`config.mk`:
```
export PLATFORM = sky130hd
export DESIGN_NAME = kbd_scan_ctrl_flat
export DESIGN_NICKNAME = d
export VERILOG_FILES = /design/src/rtl/kbd_scan_ctrl_if.sv /design/src/rtl/kbd_scan_ctrl.sv /design/src/flat_wrapper.sv
export SDC_FILE = /design/constraint.sdc
export NUM_CORES = 1
export LEC_CHECK = 0
export ABC_AREA = 1
export CAP_MARGIN = 30
export CORE_AREA = 3 3 93 95
export DETAILED_ROUTE_END_ITERATION = 10
export DIE_AREA = 0 0 96 98
export PLACE_DENSITY = 0.78
export SYNTH_ARGS = -nofsm -noshare
export SYNTH_HDL_FRONTEND = slang
export SYNTH_SLANG_ARGS = --single-unit
```
`constraint.sdc`:
```
create_clock -name clk -period 3.9 [get_ports clk]
set_input_delay 0.78 -clock clk [delete_from_list [all_inputs] [get_ports clk]]
set_output_delay 0.78 -clock clk [all_outputs]
set_load 0.05 [all_outputs]
```
`src/rtl/kbd_scan_ctrl_if.sv`:
```
// Keyboard port bundle: PS/2 byte input plus the processor-side FIFO port.
// The master drives scan bytes and read/clear strobes; the slave is kbd_scan_ctrl.
interface kbd_scan_ctrl_if #(
  parameter int DEPTH = 8
) ();
  localparam int CW = $clog2(DEPTH + 1);

  logic [7:0]    scan_code;
  logic          scan_valid;
  logic          rd_en;
  logic          clr_ovf;
  logic [7:0]    ascii_out;
  logic          empty;
  logic          full;
  logic [CW-1:0] count;
  logic          overflow;
  logic          shift_held;

  modport master (
    output scan_code, scan_valid, rd_en, clr_ovf,
    input  ascii_out, empty, full, count, overflow, shift_held
  );

  modport slave (
    input  scan_code, scan_valid, rd_en, clr_ovf,
    output ascii_out, empty, full, count, overflow, shift_held
  );
endinterface

```
`src/rtl/kbd_scan_ctrl.sv`:
```
// PS/2 set-2 scan-code sequencer: prefix FSM, shift tracking, key2ascii lookup, show-ahead FIFO.
// Optional macro LOWERCASE_EN: unshifted letters are pushed as lowercase.

module key2ascii (
  input  logic [7:0] code,
  output logic [7:0] ascii
);
  // 8'h2A marks "no printable mapping"; the caller drops it.
  always_comb begin
    ascii = 8'h2A;
    case (code)
      8'h1C: ascii = 8'h41;  8'h32: ascii = 8'h42;  8'h21: ascii = 8'h43;
      8'h23: ascii = 8'h44;  8'h24: ascii = 8'h45;  8'h2B: ascii = 8'h46;
      8'h34: ascii = 8'h47;  8'h33: ascii = 8'h48;  8'h43: ascii = 8'h49;
      8'h3B: ascii = 8'h4A;  8'h42: ascii = 8'h4B;  8'h4B: ascii = 8'h4C;
      8'h3A: ascii = 8'h4D;  8'h31: ascii = 8'h4E;  8'h44: ascii = 8'h4F;
      8'h4D: ascii = 8'h50;  8'h15: ascii = 8'h51;  8'h2D: ascii = 8'h52;
      8'h1B: ascii = 8'h53;  8'h2C: ascii = 8'h54;  8'h3C: ascii = 8'h55;
      8'h2A: ascii = 8'h56;  8'h1D: ascii = 8'h57;  8'h22: ascii = 8'h58;
      8'h35: ascii = 8'h59;  8'h1A: ascii = 8'h5A;
      8'h45: ascii = 8'h30;  8'h16: ascii = 8'h31;  8'h1E: ascii = 8'h32;
      8'h26: ascii = 8'h33;  8'h25: ascii = 8'h34;  8'h2E: ascii = 8'h35;
      8'h36: ascii = 8'h36;  8'h3D: ascii = 8'h37;  8'h3E: ascii = 8'h38;
      8'h46: ascii = 8'h39;
      8'h29: ascii = 8'h20;  8'h5A: ascii = 8'h0D;  8'h66: ascii = 8'h08;
      default: ascii = 8'h2A;
    endcase
  end
endmodule

module kbd_scan_ctrl #(
  parameter int DEPTH          = 8,
  parameter int TIMEOUT_CYCLES = 50000
) (
  input logic          clk,
  input logic          rst,
  kbd_scan_ctrl_if.slave bus
);
  localparam int AW = $clog2(DEPTH);
  localparam int CW = $clog2(DEPTH + 1);
  localparam int TW = $clog2(TIMEOUT_CYCLES + 1);

  typedef enum logic [1:0] {
    IDLE    = 2'd0,
    BRK     = 2'd1,
    EXT     = 2'd2,
    EXT_BRK = 2'd3
  } state_t;

  state_t        state_q, state_d;
  logic [TW-1:0] tmo_q, tmo_d;
  logic          shift_q, shift_d;
  logic          overflow_q, overflow_d;
  logic [AW-1:0] rd_ptr_q, rd_ptr_d;
  logic [AW-1:0] wr_ptr_q, wr_ptr_d;
  logic [CW-1:0] count_q, count_d;
  logic [7:0]    mem_q [DEPTH];

  logic [7:0] lut_ascii;
  logic [7:0] push_char;
  logic       push_req;
  logic       tmo_hit;
  logic       is_shift;
  logic       is_ignored;
  logic       fifo_full;
  logic       fifo_empty;
  logic       do_push;
  logic       do_pop;
  logic       ovf_set;

  key2ascii u_key2ascii (
    .code  (bus.scan_code),
    .ascii (lut_ascii)
  );

  assign is_shift   = (bus.scan_code == 8'h12) || (bus.scan_code == 8'h59);
  assign is_ignored = (bus.scan_code == 8'hAA) || (bus.scan_code == 8'hFA) ||
                      (bus.scan_code == 8'hFE) || (bus.scan_code == 8'hEE) ||
                      (bus.scan_code == 8'h00) || (bus.scan_code == 8'hFF);
  assign tmo_hit    = (state_q != IDLE) && (tmo_q == TW'(TIMEOUT_CYCLES));

  always_comb begin
    push_char = lut_ascii;
`ifdef LOWERCASE_EN
    if (!shift_q && (lut_ascii >= 8'h41) && (lut_ascii <= 8'h5A)) begin
      push_char = lut_ascii + 8'h20;
    end
`endif
  end

  // Prefix FSM: only scan_valid moves it, except the stale-prefix timeout.
  always_comb begin
    state_d  = state_q;
    shift_d  = shift_q;
    push_req = 1'b0;
    if (bus.scan_valid) begin
      case (state_q)
        IDLE: begin
          if (bus.scan_code == 8'hF0) begin
            state_d = BRK;
          end else if (bus.scan_code == 8'hE0) begin
            state_d = EXT;
          end else if (is_shift) begin
            shift_d = 1'b1;
          end else if (!is_ignored && (lut_ascii != 8'h2A)) begin
            push_req = 1'b1;
          end
        end
        BRK: begin
          state_d = IDLE;
          if (is_shift) begin
            shift_d = 1'b0;
          end
        end
        EXT: begin
          state_d = (bus.scan_code == 8'hF0) ? EXT_BRK : IDLE;
        end
        EXT_BRK: begin
          state_d = IDLE;
        end
        default: begin
          state_d = IDLE;
        end
      endcase
    end else if (tmo_hit) begin
      state_d = IDLE;
    end
  end

  always_comb begin
    tmo_d = tmo_q + 1'b1;
    if (bus.scan_valid || (state_q == IDLE) || tmo_hit) begin
      tmo_d = '0;
    end
  end

  // A pop in the same cycle frees the slot, so a push onto a full FIFO still lands.
  always_comb begin
    fifo_full  = (count_q == CW'(DEPTH));
    fifo_empty = (count_q == '0);
    do_pop     = bus.rd_en && !fifo_empty;
    do_push    = push_req && (!fifo_full || do_pop);
    ovf_set    = push_req && fifo_full && !do_pop;

    rd_ptr_d = do_pop  ? rd_ptr_q + 1'b1 : rd_ptr_q;
    wr_ptr_d = do_push ? wr_ptr_q + 1'b1 : wr_ptr_q;

    count_d = count_q;
    case ({do_push, do_pop})
      2'b10:   count_d = count_q + 1'b1;
      2'b01:   count_d = count_q - 1'b1;
      default: count_d = count_q;
    endcase

    overflow_d = overflow_q;
    if (ovf_set) begin
      overflow_d = 1'b1;
    end else if (bus.clr_ovf) begin
      overflow_d = 1'b0;
    end
  end

  always_ff @(posedge clk) begin
    if (rst) begin
      state_q    <= IDLE;
      tmo_q      <= '0;
      shift_q    <= 1'b0;
      overflow_q <= 1'b0;
      rd_ptr_q   <= '0;
      wr_ptr_q   <= '0;
      count_q    <= '0;
    end else begin
      state_q    <= state_d;
      tmo_q      <= tmo_d;
      shift_q    <= shift_d;
      overflow_q <= overflow_d;
      rd_ptr_q   <= rd_ptr_d;
      wr_ptr_q   <= wr_ptr_d;
      count_q    <= count_d;
    end
  end

  always_ff @(posedge clk) begin
    if (do_push) begin
      mem_q[wr_ptr_q] <= push_char;
    end
  end

  assign bus.ascii_out  = fifo_empty ? 8'h00 : mem_q[rd_ptr_q];
  assign bus.empty      = fifo_empty;
  assign bus.full       = fifo_full;
  assign bus.count      = count_q;
  assign bus.overflow   = overflow_q;
  assign bus.shift_held = shift_q;

endmodule

```
`src/flat_wrapper.sv`:
```
// flat-port wrapper written by rule: the top's interface ports become plain ports
module kbd_scan_ctrl_flat 
#(
  parameter int DEPTH          = 8,
  parameter int TIMEOUT_CYCLES = 50000
)
  (clk, rst, bus_scan_code, bus_scan_valid, bus_rd_en, bus_clr_ovf, bus_ascii_out, bus_empty, bus_full, bus_count, bus_overflow, bus_shift_held);
  kbd_scan_ctrl_if #(.DEPTH(DEPTH)) bus_i ();
  input logic clk;
  input logic rst;
  input wire logic [$bits(bus_i.scan_code)-1:0] bus_scan_code;
  input wire logic [$bits(bus_i.scan_valid)-1:0] bus_scan_valid;
  input wire logic [$bits(bus_i.rd_en)-1:0] bus_rd_en;
  input wire logic [$bits(bus_i.clr_ovf)-1:0] bus_clr_ovf;
  output wire logic [$bits(bus_i.ascii_out)-1:0] bus_ascii_out;
  output wire logic [$bits(bus_i.empty)-1:0] bus_empty;
  output wire logic [$bits(bus_i.full)-1:0] bus_full;
  output wire logic [$bits(bus_i.count)-1:0] bus_count;
  output wire logic [$bits(bus_i.overflow)-1:0] bus_overflow;
  output wire logic [$bits(bus_i.shift_held)-1:0] bus_shift_held;
  assign bus_i.scan_code = bus_scan_code;
  assign bus_i.scan_valid = bus_scan_valid;
  assign bus_i.rd_en = bus_rd_en;
  assign bus_i.clr_ovf = bus_clr_ovf;
  assign bus_ascii_out = bus_i.ascii_out;
  assign bus_empty = bus_i.empty;
  assign bus_full = bus_i.full;
  assign bus_count = bus_i.count;
  assign bus_overflow = bus_i.overflow;
  assign bus_shift_held = bus_i.shift_held;
  kbd_scan_ctrl #(.DEPTH(DEPTH), .TIMEOUT_CYCLES(TIMEOUT_CYCLES)) u_core (.clk(clk), .rst(rst), .bus(bus_i));
endmodule
```
==> impl_metrics.prom, run 1 <==
# TYPE chip_impl_metric gauge
chip_impl_info{name="outcome",value="finished clean"} 1
chip_impl_metric{name="yosysTopAreaCellShare",unit="%"} 35.5
chip_impl_metric{name="antennaDiodeCount",unit=""} 0
chip_impl_info{name="hold_path.class",value="flip-flop to flip-flop"} 1
chip_impl_metric{name="core_area",unit="um^2"} 7810
chip_impl_metric{name="cts.sink_count",unit=""} 89
chip_impl_metric{name="fp-row-count",unit=""} 32
chip_impl_metric{name="power.share.clock",unit="%"} 21.8
chip_impl_metric{name="avgRoutedWirePerCell",unit="um"} 13.6
chip_impl_metric{name="grt_max_degree",unit=""} 29
chip_impl_metric{name="floorplan.die.height",unit="um"} 98
chip_impl_info{name="tritoncts_clock_tree",value="built"} 1
chip_impl_metric{name="whs_path_depth",unit=""} 2
chip_impl_metric{name="place.gp.congestion",unit=""} 0.917
chip_impl_metric{name="utilization",unit="%"} 70.9
chip_impl_metric{name="period_share",unit="%"} 92.7
chip_impl_metric{name="max_cap_viol_count",unit=""} 0
chip_impl_metric{name="drc",unit=""} 0
chip_impl_metric{name="power.switching_fraction",unit="%"} 39.8
chip_impl_metric{name="grt_pass1_vias",unit=""} 3817
chip_impl_metric{name="ff2ff_path_depth",unit=""} 14
chip_impl_metric{name="synth_warnings",unit=""} 0
chip_impl_metric{name="global_route.overflow_total",unit=""} 0
chip_impl_metric{name="clock-skew-final",unit="ns"} 0.00877
chip_impl_metric{name="total_power",unit="uW"} 2920
chip_impl_info{name="critPathKind",value="primary input to flip-flop"} 1
chip_impl_metric{name="cts.path.max_buffers",unit=""} 2
chip_impl_metric{name="post-dp-hpwl",unit="mm"} 7.55
chip_impl_metric{name="layout-drive-gt1-share",unit="%"} 11.8
chip_impl_metric{name="ys_ff_latch",unit=""} 89
chip_impl_info{name="rsz_0062_raised_after_global_routing",value="false"} 1
chip_impl_metric{name="powerDensity",unit="nW/um^2"} 528
chip_impl_metric{name="grt_pass1_wl",unit="mm"} 17.1
chip_impl_metric{name="synth.net_count",unit=""} 611
chip_impl_metric{name="netlist_instances",unit=""} 583
chip_impl_metric{name="intPower",unit="uW"} 1760
chip_impl_metric{name="fillCellCount",unit=""} 619
chip_impl_metric{name="drtAntennaViolNets",unit=""} 0
chip_impl_metric{name="synth_enable_flop_cells",unit=""} 56
chip_impl_metric{name="clk_pin_slew_worst_paths",unit="ns"} 0.09
chip_impl_metric{name="power.static_leakage",unit="uW"} 0.00224
chip_impl_metric{name="drtIter0Drc",unit=""} 228
chip_impl_metric{name="required",unit="ns"} 4.14
chip_impl_metric{name="final-seq-area",unit="um^2"} 2340
chip_impl_metric{name="io_buffer_count",unit=""} 27
chip_impl_metric{name="ir_drop",unit="uV"} 200
chip_impl_metric{name="groute.usage.overall",unit="%"} 22.9
chip_impl_metric{name="async_reset_ff_share",unit="%"} 0
chip_impl_metric{name="maxSlewHeadroom",unit="%"} 56.4
chip_impl_metric{name="seq_power_share",unit="%"} 38.1
chip_impl_metric{name="htreeDepth",unit=""} 3
chip_impl_metric{name="average_footprint_of_a_synthesized_cell",unit="um^2"} 8.13
chip_impl_metric{name="final_nets",unit=""} 667
chip_impl_metric{name="routed_wirelength",unit="mm"} 10.2
chip_impl_metric{name="final_max_slew_viol_count",unit=""} 0
chip_impl_info{name="synth_top_cell_by_area",value="sky130_fd_sc_hd__edfxtp_1"} 1
chip_impl_metric{name="multi_input_area",unit="um^2"} 2080
chip_impl_metric{name="power_switching",unit="uW"} 1160
chip_impl_metric{name="dieArea",unit="um^2"} 9410
chip_impl_metric{name="final-setup-viol-count",unit=""} 0
chip_impl_info{name="yosys.cell_count.top_type",value="sky130_fd_sc_hd__nand2_1"} 1
chip_impl_info{name="critPathLaunchType",value="primary input"} 1
chip_impl_info{name="synth_top_cells_by_count",value="118 x sky130_fd_sc_hd__nand2_1, 89 x sky130_fd_sc_hd__nor2_1, 59 x sky130_fd_sc_hd__inv_1"} 1
chip_impl_metric{name="io_count",unit=""} 29
chip_impl_metric{name="die_w",unit="um"} 96
chip_impl_metric{name="routed_via_density",unit=""} 5.39
chip_impl_metric{name="period_minus_slack",unit="ns"} 3.62
chip_impl_metric{name="clock_insertion_delay_worst_skew",unit="ns"} 0.34
chip_impl_metric{name="post_synth_num_cell_types",unit=""} 42
chip_impl_metric{name="initial_utilization",unit="%"} 60.7
chip_impl_metric{name="syn_area",unit="um^2"} 4740
chip_impl_metric{name="timing.fmax",unit="MHz"} 277
chip_impl_info{name="synth-main-ff-cell",value="sky130_fd_sc_hd__edfxtp_1"} 1
chip_impl_metric{name="drt_pre_antenna_iters",unit=""} 5
chip_impl_metric{name="hold-worst-slack",unit="ns"} 0.469
chip_impl_metric{name="grt_antenna_before_repair",unit=""} 0
chip_impl_info{name="cts_root_buf",value="sky130_fd_sc_hd__clkbuf_8"} 1
chip_impl_metric{name="cts_made_buffers",unit=""} 9
chip_impl_metric{name="timing.critical_path.fanout_max",unit=""} 5
chip_impl_metric{name="worst_ep_arrival_time",unit="ns"} 3.86
chip_impl_metric{name="area_growth_syn_to_layout",unit="%"} 16.7
chip_impl_metric{name="tightestPinTransition",unit="ns"} 0.651
chip_impl_metric{name="synth-seq-area-share",unit="%"} 49.4
chip_impl_info{name="ys_top_cells_by_area",value="sky130_fd_sc_hd__edfxtp_1 35%, sky130_fd_sc_hd__dfxtp_1 14%, sky130_fd_sc_hd__nand2_1 9.3%, sky130_fd_sc_hd__nor2_1 7.0%, sky130_fd_sc_hd__inv_1 4.7%"} 1
chip_impl_metric{name="vias",unit=""} 4024
chip_impl_info{name="cp-end-kind",value="flip-flop"} 1
chip_impl_metric{name="final_hold_viol_count",unit=""} 0
chip_impl_metric{name="post-cts-setup-buffers",unit=""} 0
chip_impl_metric{name="power_frac_comb",unit="%"} 40.1
[cells in the final DEF (no fill, tap or decap), drive strengths merged, types with 2 or more instances in the layout]
cell type and instances:
nand2 123, nor2 93, inv 68, edfxtp 56, o21ai 49, buf 35
nand3 35, dfxtp 33, a21oi 33, clkdlybuf4s50 27, nor3 15, ha 14
nand4 9, a31oi 9, clkbuf 9, o22ai 7, nor3b 4, clkinv 4
or2 3, xnor2 3, xor2 2, nor4 2, o21bai 2
[worst paths after layout]
check / slack, ns / start / end
worst max-delay path: 0.28 / bus_scan_code[1] / u_core.bus.count[3]$_SDFFE_PP0P_
worst min-delay path: 0.47 / u_core.rd_ptr_q[2]$_SDFFE_PP0P_ / u_core.rd_ptr_q[2]$_SDFFE_PP0P_
worst max register to register: 1.20 / u_core.bus.count[1]$_SDFFE_PP0P_ / u_core.bus.count[3]$_SDFFE_PP0P_
worst min register to register: 0.47 / u_core.rd_ptr_q[2]$_SDFFE_PP0P_ / u_core.rd_ptr_q[2]$_SDFFE_PP0P_
[power by group through the flow]
stage / Clock (uW) / Sequential, uW / Combinational (uW)
CTS: 649 / 1120 / 1170
floorplan: 0 / 1170 / 768
detailed placement: 0 / 1140 / 1170
global placement: 0 / 1140 / 1140
global route: 693 / 1120 / 1290
finish: 637 / 1110 / 1170
[area by class of cell]
| type | instances | area share, % |
|---|---|---|
| timing repair buffer | 62 | 9.63 |
| clock buffer | 9 | 2.24 |
| inverter | 66 | 4.48 |
| multi-input combinational | 411 | 37.5 |
| sequential | 89 | 42.3 |
| clock inverter | 7 | 1.49 |
| tap | 102 | 2.31 |
[critical path, cell delays in order]
cell                              delay (ns)
sky130_fd_sc_hd__clkdlybuf4s50_1        0.42
sky130_fd_sc_hd__inv_1                  0.15
sky130_fd_sc_hd__ha_1                   0.27
sky130_fd_sc_hd__inv_1                  0.09
sky130_fd_sc_hd__o21ai_0                0.24
sky130_fd_sc_hd__nand2_1                0.12
sky130_fd_sc_hd__a21oi_1                0.16
sky130_fd_sc_hd__nor2_1                 0.08
sky130_fd_sc_hd__nand2_1                0.06
sky130_fd_sc_hd__nor2_1                 0.04
sky130_fd_sc_hd__nand2_2                0.10
sky130_fd_sc_hd__nand3_4                0.07
sky130_fd_sc_hd__ha_1                   0.23
sky130_fd_sc_hd__ha_1                   0.33
sky130_fd_sc_hd__nand2_1                0.09
sky130_fd_sc_hd__nor2_1                 0.04
sky130_fd_sc_hd__a211oi_2               0.18
sky130_fd_sc_hd__nor2_1                 0.06
sky130_fd_sc_hd__nor2_1                 0.08
sky130_fd_sc_hd__nand2_1                0.07
sky130_fd_sc_hd__o21ai_0                0.15
sky130_fd_sc_hd__a21oi_1                0.05
[what timing repair did]
action                     4_1_cts  5_1_grt
hold buffers                     0        0
setup endpoints to repair        0        1
resized for setup                0        3
[per-layer routing]
| metal | wire [um] | vias to the layer above | track usage, % |
|---|---|---|---|
| met4 | 186 | 0 | 7.33 |
| met3 | 540 | 20 | 4.78 |
| li1 | - | 2066 | - |
| met2 | 5120 | 127 | 38.4 |
| met5 | 0 | - | 0 |
| met1 | 4300 | 1811 | 29.4 |
[kinds of logic (layout without fill, tap and decap cells)]
group                    Yosys count  after routing  share of synthesized area [%]
buffers and inverters             83            144                           7.10
AO/OA/AOI/OAI                    104            104                           11.9
AND/OR/NAND/NOR                  286            286                           26.5
adder cells (fa/ha/maj)           15             15                           4.12
flip-flops                        89             89                           49.4
other                              1              1                         0.0791
XOR/XNOR                           5              5                          0.924
[stage by stage]
stage | area, um^2 | TNS (ns) | setup slack [ns] | instances
2_1_floorplan | 4740 | 0 | 0.485 | 583
3_3_place_gp | 5310 | -0.0103 | -0.0103 | 730
3_5_place_dp | 5310 | -0.133 | -0.133 | 730
4_1_cts | 5520 | 0 | 0.244 | 746
5_1_grt | 5530 | 0 | 0.000371 | 746
6_report | 5530 | 0 | 0.285 | 746
[state kept, by name (all words and copies together), names as in the netlist, named ones only]
register and flops:
u_core.state_q 2, u_core.rd_ptr_q 3, u_core.wr_ptr_q 3, u_core.mem_q 56, u_core.bus.overflow 1, u_core.bus.count 4, u_core.tmo_q 16, u_core.bus.shift_held 1
No activity file was read; power rests on OpenSTA's default activity.
==> run 2: changes to the inputs <==
--- a/config.mk
+++ b/config.mk
@@ -11,6 +11,8 @@
 export DETAILED_ROUTE_END_ITERATION = 10
 export DIE_AREA = 0 0 96 98
 export PLACE_DENSITY = 0.78
+export RECOVER_POWER = 50
+export REMOVE_ABC_BUFFERS = 1
 export SYNTH_ARGS = -nofsm -noshare
 export SYNTH_HDL_FRONTEND = slang
 export SYNTH_SLANG_ARGS = --single-unit
==> run 2 against run 1 <==
Net effect:
- global-route usage increased by 0.97 points
- hold slack improved by 0.0082 ns
- critical endpoint unchanged
- count of clock-buffer cells in the layout increased by 2
- worst setup slack got worse by 0.087 ns
- register-to-register slack got worse by 0.06 ns
- largest cell class unchanged
- highest routed layer unchanged
- combinational power about the same
- clock skew decreased by 0.0015 ns
- fmax decreased by 2.4%
- wire length increased by 6.4%
==> impl_metrics.prom, run 2 (synthesis gave the netlist of run 1 again) <==
# TYPE chip_impl_metric gauge
chip_impl_metric{name="cts.sink_count",unit=""} 89
chip_impl_info{name="critPathKind",value="primary input to flip-flop"} 1
chip_impl_info{name="worstReg2RegEnd",value="u_core.bus.count[3]$_SDFFE_PP0P_"} 1
chip_impl_metric{name="timing.fmax",unit="MHz"} 270
chip_impl_metric{name="fillCellCount",unit=""} 631
chip_impl_metric{name="powerDensity",unit="nW/um^2"} 527
chip_impl_metric{name="clock-skew-final",unit="ns"} 0.00728
chip_impl_info{name="layout.cells.most_common",value="sky130_fd_sc_hd__nand2_1"} 1
chip_impl_metric{name="intPower",unit="uW"} 1770
chip_impl_metric{name="global_route.overflow_total",unit=""} 0
chip_impl_metric{name="worst_ep_arrival_time",unit="ns"} 3.95
chip_impl_metric{name="antennaDiodeCount",unit=""} 0
chip_impl_metric{name="tightestPinTransition",unit="ns"} 0.614
chip_impl_info{name="r2r-start",value="u_core.state_q[0]$_SDFFE_PP0P_"} 1
chip_impl_metric{name="grt_max_degree",unit=""} 29
chip_impl_metric{name="drt_pre_antenna_iters",unit=""} 5
chip_impl_info{name="outcome",value="finished clean"} 1
chip_impl_metric{name="ff2ff_setup_slack",unit="ns"} 1.14
chip_impl_metric{name="post_dp_cell_area",unit="um^2"} 5390
chip_impl_metric{name="drtIter0Drc",unit=""} 243
chip_impl_metric{name="ir_drop",unit="uV"} 225
chip_impl_metric{name="drc",unit=""} 0
chip_impl_metric{name="place.detailed.instances",unit=""} 739
chip_impl_metric{name="grt_pass1_vias",unit=""} 3967
chip_impl_metric{name="io_count",unit=""} 29
chip_impl_metric{name="maxSlewHeadroom",unit="%"} 59.0
chip_impl_metric{name="power.share.clock",unit="%"} 22.0
chip_impl_info{name="cts_root_buf",value="sky130_fd_sc_hd__clkbuf_8"} 1
chip_impl_metric{name="layout-drive-gt1-share",unit="%"} 12.3
chip_impl_metric{name="whs_path_depth",unit=""} 2
chip_impl_info{name="leading_cell_types_in_the_layout_fill_and_taps_excluded",value="119 x sky130_fd_sc_hd__nand2_1, 91 x sky130_fd_sc_hd__nor2_1, 58 x sky130_fd_sc_hd__inv_1"} 1
chip_impl_info{name="critPathMostFrequentCell",value="sky130_fd_sc_hd__nor2_1"} 1
chip_impl_metric{name="timing.critical_path.fanout_max",unit=""} 4
chip_impl_metric{name="dieArea",unit="um^2"} 9410
chip_impl_metric{name="area_growth_syn_to_layout",unit="%"} 18.0
chip_impl_metric{name="final-seq-area",unit="um^2"} 2340
chip_impl_metric{name="final_max_slew_viol_count",unit=""} 0
chip_impl_metric{name="timing.critical_path.slowest_cell_delay",unit="ns"} 0.50
chip_impl_metric{name="ff2ff_path_depth",unit=""} 16
chip_impl_metric{name="largest_reg_flops",unit=""} 56
chip_impl_metric{name="final_nets",unit=""} 676
chip_impl_metric{name="power_frac_comb",unit="%"} 40.0
chip_impl_metric{name="grt_antenna_before_repair",unit=""} 0
chip_impl_metric{name="io_buffer_count",unit=""} 27
chip_impl_metric{name="place.gp.congestion",unit=""} 0.911
chip_impl_metric{name="count_of_placed_standard_cells_in_the_final_layout_fillers_left_out",unit=""} 755
chip_impl_metric{name="clk_pin_slew_worst_paths",unit="ns"} 0.09
chip_impl_metric{name="multi_input_area",unit="um^2"} 2070
chip_impl_metric{name="grt_pass1_wl",unit="mm"} 17.7
chip_impl_metric{name="power.static_leakage",unit="uW"} 0.00228
chip_impl_metric{name="clock_insertion_delay_worst_skew",unit="ns"} 0.35
chip_impl_metric{name="floorplan.die.height",unit="um"} 98
chip_impl_metric{name="required",unit="ns"} 4.15
chip_impl_metric{name="seq_power_share",unit="%"} 38.1
chip_impl_info{name="worst_hold_startpoint",value="u_core.bus.overflow$_SDFFE_PP0P_"} 1
chip_impl_metric{name="routed_via_density",unit=""} 5.42
chip_impl_metric{name="max_cap_viol_count",unit=""} 0
chip_impl_metric{name="htreeDepth",unit=""} 3
chip_impl_metric{name="drtAntennaViolNets",unit=""} 0
chip_impl_metric{name="die_w",unit="um"} 96
chip_impl_metric{name="avgRoutedWirePerCell",unit="um"} 14.3
chip_impl_info{name="cp-end-kind",value="flip-flop"} 1
chip_impl_metric{name="cts.path.max_buffers",unit=""} 2
chip_impl_info{name="min_to",value="u_core.bus.overflow$_SDFFE_PP0P_"} 1
chip_impl_metric{name="groute.usage.overall",unit="%"} 23.9
chip_impl_info{name="critPathLaunchType",value="primary input"} 1
chip_impl_metric{name="vias",unit=""} 4090
chip_impl_metric{name="post-dp-hpwl",unit="mm"} 8.12
chip_impl_info{name="worst_path_max_delay_cell",value="sky130_fd_sc_hd__clkdlybuf4s50_1"} 1
chip_impl_info{name="tritoncts_clock_tree",value="built"} 1
chip_impl_metric{name="power.switching_fraction",unit="%"} 39.9
chip_impl_metric{name="period_minus_slack",unit="ns"} 3.70
chip_impl_metric{name="final_hold_viol_count",unit=""} 0
chip_impl_metric{name="period_share",unit="%"} 94.9
chip_impl_info{name="regMostFlops",value="u_core.mem_q"} 1
chip_impl_metric{name="core_area",unit="um^2"} 7810
chip_impl_metric{name="hold-worst-slack",unit="ns"} 0.478
chip_impl_metric{name="cts_made_buffers",unit=""} 9
chip_impl_metric{name="initial_utilization",unit="%"} 60.7
chip_impl_metric{name="final_standard_cell_area_without_fillers",unit="um^2"} 5600
chip_impl_metric{name="power_switching",unit="uW"} 1180
chip_impl_metric{name="final-setup-viol-count",unit=""} 0
chip_impl_metric{name="routed_wirelength",unit="mm"} 10.8
chip_impl_info{name="hold_path.class",value="flip-flop to flip-flop"} 1
chip_impl_metric{name="fp-row-count",unit=""} 32
chip_impl_info{name="crit_path_cells",value="clkdlybuf4s50_1 > inv_1 > ha_1 > nand2_2 > nand2_1 > a21oi_1 > nor2_1 > a21oi_1 > nand3_1 > nor2_1 > nand2_2 > nand3_4 > ha_2 > ha_1 > nand2_1 > nor2_1 > a211oi_2 > nor2_1 > nor2_1 > nand2_1 > o21ai_1 > a21oi_1"} 1
-- run 2: cell types whose count changed in the layout (fill, tap and decap cells not counted), sizes merged --
cell,before,now
bufinv,1,0
buf,35,39
clkinv,4,5
clkbuf,9,16
dlygate4sd3,0,8
inv,68,66
clkdlybuf4s50,27,19
-- run 2: layout make-up --
type                    instances  share of cell area [%]
clock buffers                  11                    3.11
clock inverters                 5                   0.738
inverters                      66                    4.45
multi-input cells             411                    36.9
flip-flops and latches         89                    41.8
well taps                     102                    2.28
repair buffers                 71                    10.7
-- run 2: per-stage QoR --
stage | total power, uW | setup WS [ns] | TNS, ns | util (%)
3_3_place_gp | 2290 | -0.0306 | -0.0306 | 69.1
4_1_cts | 2960 | 0.212 | 0 | 71.9
6_report | 2950 | 0.197 | 0 | 71.7
2_1_floorplan | 1910 | 0.485 | 0 | -
3_5_place_dp | 2320 | -0.148 | -0.148 | 69.1
5_1_grt | 3130 | -0.00209 | -0.00209 | 71.7
-- run 2: critical path: cells and delay by family --
family	cells	cell delay, ns
AND/OR/NAND/NOR	12	1.02
adder cells (fa/ha/maj)	3	0.78
AO/OA/AOI/OAI	5	0.77
buffers and inverters	2	0.59
-- run 2: how the worst max path moves through the flow --
stage                                        to             start  cells after the start
2_1_floorplan  u_core.bus.count[3]$_SDFFE_PP0P_  bus_scan_code[1]                     22
3_3_place_gp   u_core.bus.count[3]$_SDFFE_PP0P_  bus_scan_code[0]                     24
3_5_place_dp   u_core.bus.count[3]$_SDFFE_PP0P_  bus_scan_code[1]                     23
4_1_cts        u_core.bus.count[3]$_SDFFE_PP0P_  bus_scan_code[1]                     23
5_1_grt        u_core.bus.count[3]$_SDFFE_PP0P_  bus_scan_code[0]                     22
6_report       u_core.bus.count[3]$_SDFFE_PP0P_  bus_scan_code[0]                     22
-- run 2: metal layers --
metal | vias up | part of all wire [%] | global-route usage, %
met3 | 18 | 3.8 | 4.01
met1 | 1889 | 44 | 29.9
met4 | 0 | 1.7 | 8.64
met5 | - | 0 | 0
li1 | 2077 | - | -
met2 | 106 | 50 | 40.9
-- run 2: timing repair --
action / in CTS / in global routing
pin swaps: 0 / 2
cloned: 0 / 0
gates resized for setup: 1 / 6
setup endpoints to repair: 5 / 1
buffers inserted: 0 / 0
endpoints found under the hold margin: 0 / 0
hold buffers: 0 / 0
-- run 2: power groups by stage --
stage	Clock [uW]	Combinational, uW	Sequential (uW)
2_1_floorplan	0	714	1190
3_3_place_gp	0	1140	1140
3_5_place_dp	0	1180	1150
4_1_cts	659	1180	1120
5_1_grt	711	1290	1140
6_report	648	1180	1120
==> run 3: changes to the inputs <==
--- a/config.mk
+++ b/config.mk
@@ -7,10 +7,10 @@
 export LEC_CHECK = 0
 export ABC_AREA = 1
 export CAP_MARGIN = 30
-export CORE_AREA = 3 3 93 95
+export CORE_AREA = 3 3 100 102
 export DETAILED_ROUTE_END_ITERATION = 10
-export DIE_AREA = 0 0 96 98
-export PLACE_DENSITY = 0.78
+export DIE_AREA = 0 0 103 105
+export PLACE_DENSITY = 0.69
 export RECOVER_POWER = 50
 export REMOVE_ABC_BUFFERS = 1
 export SYNTH_ARGS = -nofsm -noshare
==> run 3 against run 2 <==
Net effect:
- count of clock-buffer cells in the layout is 2 lower
- cell count grew 1.1%
- sequential share of layout area up 0.27 points
- worst setup slack improved by 0.014 ns
- combinational power about the same
- fmax grew 0.39%
- clock skew up 0.00099 ns
- die area increased by 15%
- global-route usage shrank 3.2 points
- sequential power is essentially flat
- via count is 0.90% lower
- critical path type unchanged
- critical endpoint unchanged
- largest cell class unchanged
==> impl_metrics.prom, run 3 (synthesis gave the netlist of run 1 again) <==
# TYPE chip_impl_metric gauge
chip_impl_info{name="cp-end-kind",value="flip-flop"} 1
chip_impl_metric{name="largest_reg_flops",unit=""} 56
chip_impl_metric{name="power.switching_fraction",unit="%"} 41.2
chip_impl_info{name="tritoncts_clock_tree",value="built"} 1
chip_impl_metric{name="floorplan.die.height",unit="um"} 105
chip_impl_info{name="regMostFlops",value="u_core.mem_q"} 1
chip_impl_info{name="critPathKind",value="primary input to flip-flop"} 1
chip_impl_info{name="worst_hold_startpoint",value="u_core.bus.overflow$_SDFFE_PP0P_"} 1
chip_impl_metric{name="drc",unit=""} 0
chip_impl_metric{name="fp-row-count",unit=""} 35
chip_impl_metric{name="routed_wirelength",unit="mm"} 10.8
chip_impl_metric{name="worst_ep_arrival_time",unit="ns"} 3.94
chip_impl_info{name="r2r-start",value="u_core.bus.count[1]$_SDFFE_PP0P_"} 1
chip_impl_metric{name="post-dp-hpwl",unit="mm"} 8.06
chip_impl_metric{name="whs_path_depth",unit=""} 2
chip_impl_metric{name="dieArea",unit="um^2"} 10800
chip_impl_metric{name="drtAntennaViolNets",unit=""} 0
chip_impl_metric{name="tightestPinTransition",unit="ns"} 0.614
chip_impl_metric{name="timing.fmax",unit="MHz"} 271
chip_impl_metric{name="period_minus_slack",unit="ns"} 3.69
chip_impl_metric{name="timing.critical_path.fanout_max",unit=""} 5
chip_impl_metric{name="area_growth_syn_to_layout",unit="%"} 17.3
chip_impl_metric{name="post_cts_hold_buffer_count",unit=""} 0
chip_impl_metric{name="htreeDepth",unit=""} 3
chip_impl_metric{name="vias",unit=""} 4053
chip_impl_metric{name="required",unit="ns"} 4.15
chip_impl_metric{name="cts.sink_count",unit=""} 89
chip_impl_metric{name="final_nets",unit=""} 675
chip_impl_metric{name="place.detailed.instances",unit=""} 747
chip_impl_metric{name="power.static_leakage",unit="uW"} 0.00228
chip_impl_metric{name="initial_utilization",unit="%"} 51.6
chip_impl_metric{name="grt_antenna_before_repair",unit=""} 0
chip_impl_metric{name="routed_via_density",unit=""} 5.31
chip_impl_metric{name="grt_pass1_wl",unit="mm"} 17.8
chip_impl_metric{name="power_switching",unit="uW"} 1180
chip_impl_metric{name="timing.final.ws_setup",unit="ns"} 0.212
chip_impl_metric{name="intPower",unit="uW"} 1690
chip_impl_metric{name="clock_insertion_delay_worst_skew",unit="ns"} 0.35
chip_impl_metric{name="core_area",unit="um^2"} 9200
chip_impl_metric{name="power.share.clock",unit="%"} 20.3
chip_impl_metric{name="ff2ff_setup_slack",unit="ns"} 1.19
chip_impl_metric{name="detailedPlace.worstSlack",unit="ns"} -0.167
chip_impl_info{name="outcome",value="finished clean"} 1
chip_impl_metric{name="powerDensity",unit="nW/um^2"} 517
chip_impl_metric{name="final-setup-viol-count",unit=""} 0
chip_impl_metric{name="ff2ff_path_depth",unit=""} 14
chip_impl_metric{name="fin_setup_tns",unit="ns"} 0
chip_impl_metric{name="groute.usage.overall",unit="%"} 20.6
chip_impl_metric{name="final_hold_viol_count",unit=""} 0
chip_impl_metric{name="place.gp.congestion",unit=""} 0.912
chip_impl_metric{name="final_max_slew_viol_count",unit=""} 0
chip_impl_metric{name="cts_made_buffers",unit=""} 9
chip_impl_info{name="rsz_0062_raised_after_global_routing",value="false"} 1
chip_impl_metric{name="die_w",unit="um"} 103
chip_impl_metric{name="period_share",unit="%"} 94.6
chip_impl_metric{name="post_dp_cell_area",unit="um^2"} 5400
chip_impl_metric{name="seq_power_share",unit="%"} 39.1
chip_impl_metric{name="antennaDiodeCount",unit=""} 0
chip_impl_info{name="layout.cells.most_common",value="sky130_fd_sc_hd__nand2_1"} 1
chip_impl_metric{name="global_route.overflow_total",unit=""} 0
chip_impl_metric{name="grt_pass1_vias",unit=""} 3871
chip_impl_metric{name="final_standard_cell_area_without_fillers",unit="um^2"} 5560
chip_impl_metric{name="grt_max_degree",unit=""} 29
chip_impl_metric{name="count_of_placed_standard_cells_in_the_final_layout_fillers_left_out",unit=""} 763
chip_impl_metric{name="power_frac_comb",unit="%"} 40.7
chip_impl_metric{name="drtIter0Drc",unit=""} 153
chip_impl_info{name="worstReg2RegEnd",value="u_core.bus.count[3]$_SDFFE_PP0P_"} 1
chip_impl_metric{name="clock-skew-final",unit="ns"} 0.00827
chip_impl_metric{name="ir_drop",unit="uV"} 221
chip_impl_metric{name="maxSlewHeadroom",unit="%"} 59.0
chip_impl_info{name="min_to",value="u_core.bus.overflow$_SDFFE_PP0P_"} 1
chip_impl_metric{name="io_count",unit=""} 29
chip_impl_info{name="cts_root_buf",value="sky130_fd_sc_hd__clkbuf_8"} 1
chip_impl_info{name="critPathLaunchType",value="primary input"} 1
chip_impl_metric{name="io_buffer_count",unit=""} 27
chip_impl_info{name="leading_cell_types_in_the_layout_fill_and_taps_excluded",value="119 x sky130_fd_sc_hd__nand2_1, 89 x sky130_fd_sc_hd__nor2_1, 60 x sky130_fd_sc_hd__inv_1"} 1
chip_impl_metric{name="layout-drive-gt1-share",unit="%"} 11.7
chip_impl_metric{name="max_cap_viol_count",unit=""} 0
chip_impl_metric{name="cts.path.max_buffers",unit=""} 2
chip_impl_info{name="hold_path.class",value="flip-flop to flip-flop"} 1
chip_impl_metric{name="hold-worst-slack",unit="ns"} 0.466
chip_impl_metric{name="avgRoutedWirePerCell",unit="um"} 14.2
chip_impl_metric{name="drt_pre_antenna_iters",unit=""} 5
chip_impl_metric{name="clk_pin_slew_worst_paths",unit="ns"} 0.09
[run 3: cell count changes in the layout (fill, tap and decap cells not counted), sizes merged]
cell and delta:
clkinv -2, clkbuf -2, clkdlybuf4s50 -1, dlygate4sd3 +1, buf -1, inv +4
[run 3: through the flow]
step | utilization, % | power, uW
after floorplan | - | 1910
after global placement | 58.7 | 2290
after detailed placement | 58.7 | 2320
after CTS | 60.6 | 2900
after global routing | 60.5 | 3040
final | 60.5 | 2870
[run 3: worst max-delay path: stages]
cell                              delay (ns)
sky130_fd_sc_hd__clkdlybuf4s50_1        0.47
sky130_fd_sc_hd__inv_1                  0.10
sky130_fd_sc_hd__ha_1                   0.35
sky130_fd_sc_hd__a21oi_1                0.15
sky130_fd_sc_hd__nand2_1                0.06
sky130_fd_sc_hd__a21oi_1                0.17
sky130_fd_sc_hd__nand3_1                0.11
sky130_fd_sc_hd__nand2_1                0.10
sky130_fd_sc_hd__inv_1                  0.05
sky130_fd_sc_hd__nand2_1                0.05
sky130_fd_sc_hd__nor2_1                 0.04
sky130_fd_sc_hd__nand2_2                0.09
sky130_fd_sc_hd__nand3_4                0.07
sky130_fd_sc_hd__ha_1                   0.22
sky130_fd_sc_hd__ha_1                   0.33
sky130_fd_sc_hd__nand2_1                0.09
sky130_fd_sc_hd__nor2_1                 0.04
sky130_fd_sc_hd__a211oi_1               0.23
sky130_fd_sc_hd__nor2_1                 0.07
sky130_fd_sc_hd__nor2_1                 0.08
sky130_fd_sc_hd__nand2_1                0.08
sky130_fd_sc_hd__o21ai_0                0.14
sky130_fd_sc_hd__a21oi_1                0.05
[run 3: layer usage]
layer,routed length (um),track usage (%),up-vias,part of all wire [%]
li1,-,-,2077,-
met1,4750,26.0,1873,44
met2,5450,34.7,91,50
met3,444,3.94,12,4.1
met4,150,7.49,0,1.4
met5,0,0,-,0
[run 3: power groups by stage]
| stage | combinational (uW) | clock (uW) | sequential [uW] |
|---|---|---|---|
| CTS | 1180 | 600 | 1120 |
| floorplan | 714 | 0 | 1190 |
| finish | 1170 | 582 | 1120 |
| global route | 1270 | 641 | 1130 |
| detailed placement | 1180 | 0 | 1140 |
| global placement | 1150 | 0 | 1140 |
[run 3: area by class of cell]
cell class              instances  area, um^2
well taps                     111         139
repair buffers                 70         591
clock inverters                 7        51.3
inverters                      66         250
fillers                       829        3630
multi-input cells             411        2060
clock buffers                   9         124
flip-flops and latches         89        2340
[run 3: worst max path at each step]
stage,start,to,slack [ns]
floorplan,bus_scan_code[1],u_core.bus.count[3]$_SDFFE_PP0P_,0.48
global placement,bus_scan_code[1],u_core.bus.count[3]$_SDFFE_PP0P_,-0.05
detailed placement,bus_scan_code[2],u_core.bus.count[3]$_SDFFE_PP0P_,-0.17
CTS,flip-flop,bus_ascii_out[1],0.20
global route,bus_scan_code[0],u_core.bus.count[3]$_SDFFE_PP0P_,0.01
finish,bus_scan_code[1],u_core.bus.count[3]$_SDFFE_PP0P_,0.21
[run 3: repair_timing]
item / 4_1_cts / 5_1_grt
buffers inserted: 0 / 0
endpoints found under the setup margin: 7 / 3
gates cloned: 0 / 0
gates resized for setup: 1 / 3
